**config.mk**
```make
export PLATFORM = sky130hd
export DESIGN_NAME = execute_cycle
export DESIGN_NICKNAME = d
export VERILOG_FILES = /design/src/rtl/execute_cycle.sv
export SDC_FILE = /design/constraint.sdc
export NUM_CORES = 1
export LEC_CHECK = 0
export ABC_CLOCK_PERIOD_IN_PS = 8050
export BUFFER_PORTS_ARGS = -buffer_cell sky130_fd_sc_hd__buf_2
export CAP_MARGIN = 20
export CELL_PAD_IN_SITES_DETAIL_PLACEMENT = 1
export CELL_PAD_IN_SITES_GLOBAL_PLACEMENT = 1
export CORE_ASPECT_RATIO = 1.75
export CORE_UTILIZATION = 38
export CTS_CLUSTER_SIZE = 40
export DETAILED_ROUTE_END_ITERATION = 8
export GPL_TIMING_DRIVEN = 0
export PLACE_DENSITY_LB_ADDON = 0.1
export SYNTH_ARGS = -nofsm -noshare
export SYNTH_HDL_FRONTEND = slang
export SYNTH_SLANG_ARGS = --single-unit
```
**constraint.sdc**
```tcl
create_clock -name clk -period 8.05 [get_ports clk]
set_input_delay 1.2075 -clock clk [delete_from_list [all_inputs] [get_ports clk]]
set_output_delay 1.2075 -clock clk [all_outputs]
set_load 0.05 [all_outputs]
```
**src/rtl/execute_cycle.sv**
```systemverilog
// Execute stage: forwarding muxes, ALU, branch decision/target and the execute/memory
// pipeline register with synchronous flush.
module execute_cycle (
   input  logic        clk,
   input  logic        rst,
   input  logic        RegWriteE,
   input  logic        ALUSrcE,
   input  logic        MemWriteE,
   input  logic        ResultSrcE,
   input  logic        BranchE,
   input  logic [2:0]  ALUControlE,
   input  logic [31:0] RD1_E,
   input  logic [31:0] RD2_E,
   input  logic [31:0] Imm_ExtE,
   input  logic [31:0] PCE,
   input  logic [31:0] PCPlus4E,
   input  logic [4:0]  RD_E,
   input  logic [31:0] ResultW,
   input  logic [1:0]  ForwardAE,
   input  logic [1:0]  ForwardBE,
   input  logic        FlushM,
   output logic        PCSrcE,
   output logic [31:0] PCTargetE,
   output logic        RegWriteM,
   output logic        MemWriteM,
   output logic        ResultSrcM,
   output logic [4:0]  RD_M,
   output logic [31:0] ALUResultM,
   output logic [31:0] WriteDataM,
   output logic [31:0] PCPlus4M
);

   logic [31:0] src_a, fwd_b, src_b, alu_result;
   logic        zero;

   logic        reg_write_d, reg_write_q;
   logic        mem_write_d, mem_write_q;
   logic        result_src_d, result_src_q;
   logic [4:0]  rd_d, rd_q;
   logic [31:0] alu_result_d, alu_result_q;
   logic [31:0] write_data_d, write_data_q;
   logic [31:0] pc_plus4_d, pc_plus4_q;

   // Select 10 forwards the registered result, so there is no loop through the ALU.
   always_comb begin
      src_a = RD1_E;
      case (ForwardAE)
         2'b01:   src_a = ResultW;
         2'b10:   src_a = alu_result_q;
         default: src_a = RD1_E;
      endcase
      fwd_b = RD2_E;
      case (ForwardBE)
         2'b01:   fwd_b = ResultW;
         2'b10:   fwd_b = alu_result_q;
         default: fwd_b = RD2_E;
      endcase
      src_b = ALUSrcE ? Imm_ExtE : fwd_b;
   end

   always_comb begin
      alu_result = 32'd0;
      case (ALUControlE)
         3'b000:  alu_result = src_a + src_b;
         3'b001:  alu_result = src_a - src_b;
         3'b010:  alu_result = src_a & src_b;
         3'b011:  alu_result = src_a | src_b;
         3'b101:  alu_result = {31'd0, $signed(src_a) < $signed(src_b)};
         default: alu_result = 32'd0;
      endcase
   end

   assign zero      = (alu_result == 32'd0);
   assign PCSrcE    = BranchE & zero;
   assign PCTargetE = PCE + Imm_ExtE;

   always_comb begin
      reg_write_d  = RegWriteE;
      mem_write_d  = MemWriteE;
      result_src_d = ResultSrcE;
      rd_d         = RD_E;
      alu_result_d = alu_result;
      write_data_d = fwd_b;
      pc_plus4_d   = PCPlus4E;
      if (FlushM) begin
         reg_write_d  = 1'b0;
         mem_write_d  = 1'b0;
         result_src_d = 1'b0;
         rd_d         = 5'd0;
         alu_result_d = 32'd0;
         write_data_d = 32'd0;
         pc_plus4_d   = 32'd0;
      end
   end

   always_ff @(posedge clk or negedge rst) begin
      if (!rst) begin
         reg_write_q  <= 1'b0;
         mem_write_q  <= 1'b0;
         result_src_q <= 1'b0;
         rd_q         <= 5'd0;
         alu_result_q <= 32'd0;
         write_data_q <= 32'd0;
         pc_plus4_q   <= 32'd0;
      end else begin
         reg_write_q  <= reg_write_d;
         mem_write_q  <= mem_write_d;
         result_src_q <= result_src_d;
         rd_q         <= rd_d;
         alu_result_q <= alu_result_d;
         write_data_q <= write_data_d;
         pc_plus4_q   <= pc_plus4_d;
      end
   end

   assign RegWriteM  = reg_write_q;
   assign MemWriteM  = mem_write_q;
   assign ResultSrcM = result_src_q;
   assign RD_M       = rd_q;
   assign ALUResultM = alu_result_q;
   assign WriteDataM = write_data_q;
   assign PCPlus4M   = pc_plus4_q;

endmodule

```
==> run_results.csv <==
group,metric,value,unit
status,status,"finished, violations left",
status,violations,"DRC",
floorplan,die_w,134,µm
timing,clock.fmax,127,MHz
timing,min_period,7.90,ns
power,leakage,6.99,nW
floorplan,dieArea,31000,µm²
logic_synthesis,synth_area_per_cell,7.62,µm²
routing,antenna_left,0,
routing,viasPerCell,5.92,
logic_synthesis,ys_warn_count,0,
logic_synthesis,postSynth.asyncResetShare,100,%
floorplan,start_util,38.4,%
routing,detail_route.iter0.violations,733,
logic_synthesis,synth_cell_types,83,
clock_network,htree_levels,3,
power,power,0.00250,W
logic_synthesis,syn_inst,1510,
run,maxCapViolCount,0,
clock_network,clk_pin_slew_worst_paths,0.10,ns
timing,drv_slew,0,
floorplan,die_h,232,µm
timing,clock_skew,0.0179,ns
timing,setup_viol,0,
global_routing,grt_pass1_vias,14100,
power,power_density,175,nW/µm²
global_routing,grt_max_degree,69,
clock_network,cts-root-buf,"clkbuf_16",
clock_network,cts_buffers,9,
setup_path,worst-path-max-fanout,10,
placed_design,port_buffers,343,
setup_path,path_class,"input pin to primary output",
global_routing,overflow,0,
setup_path,crit_required,6.84,ns
timing,fin_crit_sh,98.1,%
floorplan,rows,84,
min_path,min-delay-path-class,"flip-flop to flip-flop",
logic_synthesis,ys.flop_type,"dfrtp_1",
floorplan,ios,349,
clock_network,cts.sinks,104,
routing,dr_total_vias,13300,
layout,drive_gt1_share,24.6,%
clock_network,clk_latency,0.41,ns
setup_path,cp_slowest_stage_delay,0.53,ns
logic_synthesis,synthesis.area,11500,µm²
timing,slew_headroom,24.9,%
timing,hold_violations,0,
logic_synthesis,synth_nets,1870,
layout,design_area,14200,µm²
logic_synthesis,synth_edf_count,0,
logic_synthesis,ys_seq_area_share,22.6,%
setup_path,cp-start-kind,"input pin",
clock_network,cts_max_path_buffers,2,
timing,tightest_slew,1.12,ns
floorplan,core,30000,µm²
placed_design,routabilityCongestion,1.01,
setup_path,end_kind,"primary output",
clock_network,cts_tree,"yes",
layout,antennaDiodeCount,0,
logic_synthesis,synth_seq_cells,104,
global_routing,grt.total_usage,35.7,%
routing,drt-total-wl,55.8,mm
setup_path,crit_path_top_delay_cell,"a2111o_1",
routing,wl_per_cell,24.7,µm
placed_design,dpl-instance-area,13700,µm²
global_routing,grt_pass1_wl,82.2,mm
placed_design,hpwl,45.7,mm
layout,nets,2223,
routing,dr.pass1.iters,9,
setup_path,cp_cell_sequence,"buf_2 -> inv_1 -> ha_1 -> clkbuf_2 -> a22oi_1 -> nor2_1 -> a21oi_1 -> o21ai_0 -> ha_1 -> nor2_1 -> o311ai_2 -> a2111o_1 -> nand2_1 -> mux2_2 -> nor3_1 -> nand4_1 -> nor4_1 -> nand4_1 -> or4_1 -> nor4_2 -> buf_4",
global_routing,antenna_found_initial,0,
setup_path,arrival,6.69,ns
layout,area_growth,23.7,%
power,irDropWorstVdd,0.127,mV
routing,drc,2,
-- cell families after synthesis --
logic type,count (synthesis),synth area share (%)
adders and majority gates,148,16.3
muxes,9,0.913
and+or+nand+nor,519,21.7
AOI/OAI and AO/OA,488,28.4
xor gates and xnor gates,43,3.34
buffers and inverters,199,6.79
DFF,104,22.6
-- through the flow --
step / setup TNS [ns] / cells / hold slack (ns) / util (%) / setup slack (ns)
floorplan: 0 / 1510 / 0.912 / - / 0.526
global placement: -1.24 / 2240 / 0.691 / 45.8 / -1.24
detailed placement: -1.24 / 2241 / 0.697 / 45.9 / -1.24
CTS: 0 / 2255 / 0.717 / 47.3 / 0.00115
global route: -0.00244 / 2255 / 0.754 / 47.5 / -0.00244
finish: 0 / 2255 / 0.722 / 47.5 / 0.154
-- cells in the final DEF (no fill, tap or decap), types with 6 or more instances in the layout --
cell,netlist,layout
nand2_1,126,126
xnor2_1,33,33
ha_1,145,143
inv_1,107,107
clkbuf_16,0,9
o211ai_1,21,21
dfrtp_1,104,104
and2_1,9,9
clkbuf_1,63,39
a21o_1,16,16
a211o_1,10,10
clkbuf_2,0,16
a211oi_1,14,13
or2_2,13,13
o21bai_1,14,14
nor4_1,13,11
nor2b_1,62,62
xor2_1,9,9
mux2i_1,6,6
a21oi_1,107,101
o21a_1,14,14
nor2_1,155,153
or3_1,10,10
a22oi_1,67,67
o21ai_1,3,12
or4_1,8,8
a221oi_1,6,6
a21oi_2,1,6
o31ai_1,9,9
nor3_1,41,40
buf_1,8,6
and3_1,9,9
nand4_1,12,12
nand2b_1,16,16
nand3_1,28,28
a31oi_1,13,13
buf_2,19,361
o21ai_0,119,108
-- state kept, by name (all words and copies together) (netlist names) --
| register | cells |
|---|---|
| ALUResultM | 32 |
| PCPlus4M | 32 |
| WriteDataM | 32 |
| RD_M | 5 |
| MemWriteM | 1 |
| RegWriteM | 1 |
| ResultSrcM | 1 |
-- path summary, 6_finish.rpt --
kind | depth (start not counted) | slack (ns) | startpoint | endpoint
hold / removal | 4 | 0.72 | ALUResultM[21] | WriteDataM[21]
min in group asynchronous | 1 | 0.79 | rst | PCPlus4M[8]
setup / recovery | 21 | 0.15 | ForwardBE[1] | PCSrcE
max in group asynchronous | 2 | 6.51 | rst | ALUResultM[28]
setup reg to reg | 17 | 3.18 | ALUResultM[8] | ALUResultM[31]
hold reg to reg | 4 | 0.72 | ALUResultM[21] | WriteDataM[21]
-- layout make-up --
| class | count | area, µm² |
|---|---|---|
| timing repair buffer | 344 | 1750 |
| clock buffer | 9 | 225 |
| multi-input combinational | 1207 | 8260 |
| tap | 387 | 484 |
| inverter | 107 | 402 |
| buffer | 90 | 430 |
| fill | 3933 | 15700 |
| clock inverter | 7 | 91.3 |
| sequential | 104 | 2600 |
-- synth_stat cells, drive strengths merged, types with 4 or more instances --
cell type  instances  area share [%]
nor2             155             5.1
a41oi              5            0.38
nor3              42             1.9
clkbuf            63             2.1
nor3b              4            0.26
o21ai            122             5.3
o22ai              5            0.27
nand2            127             4.2
and2               9            0.49
a31oi             13            0.71
nand2b            16            0.87
nand3             28             1.2
o31ai              9            0.59
o31a               5            0.38
and3               9            0.49
ha               145              16
buf               29             1.3
a211o             10            0.76
inv              107             3.5
nor4              13            0.71
o21bai            14            0.91
o211ai            21             1.4
a22oi             67             4.4
o32ai              4            0.30
nor2b             63             3.4
dfrtp            104              23
xor2               9            0.68
a211oi            15             1.0
a21o              16             1.0
or4                8            0.52
o21a              14            0.91
a221oi             9            0.85
o41ai              4            0.30
xnor2             34             2.7
nand4             12            0.65
or3               10            0.54
a2111oi            7            0.71
o311ai            10            0.98
a21oi            108             4.7
mux2i              6            0.52
or2               15            0.82
-- critical path: cells and delay by family --
family	cells	cell delay [ns]
multiplexers	1	0.35
adder cells (fa/ha/maj)	2	0.62
AO/OA/AOI/OAI	5	1.40
AND/OR/NAND/NOR	9	2.40
buffers and inverters	4	0.69
-- report_power, final --
group | switching, W | internal (W) | leakage, nW
clock | 0.000274 | 0.000226 | 0.152
sequential | 0.0000208 | 0.000557 | 1.37
combinational | 0.000990 | 0.000428 | 5.46
-- timing repair --
action                     4_1_cts  5_1_grt
buffers inserted                 0        0
setup endpoints to repair        1        1
gates resized for setup         40       45
hold buffers                     0        0
pin swaps                        0        0
-- layer usage --
layer	wire length, µm	part of all wire [%]	track usage, %	vias up
li1	-	-	-	6094
met1	20100	36	35.8	6558
met2	29600	53	67.4	522
met3	2770	5.0	5.61	170
met4	3370	6.0	22.6	0
met5	0	0	0	-
Power figures use the tool's default switching activity.
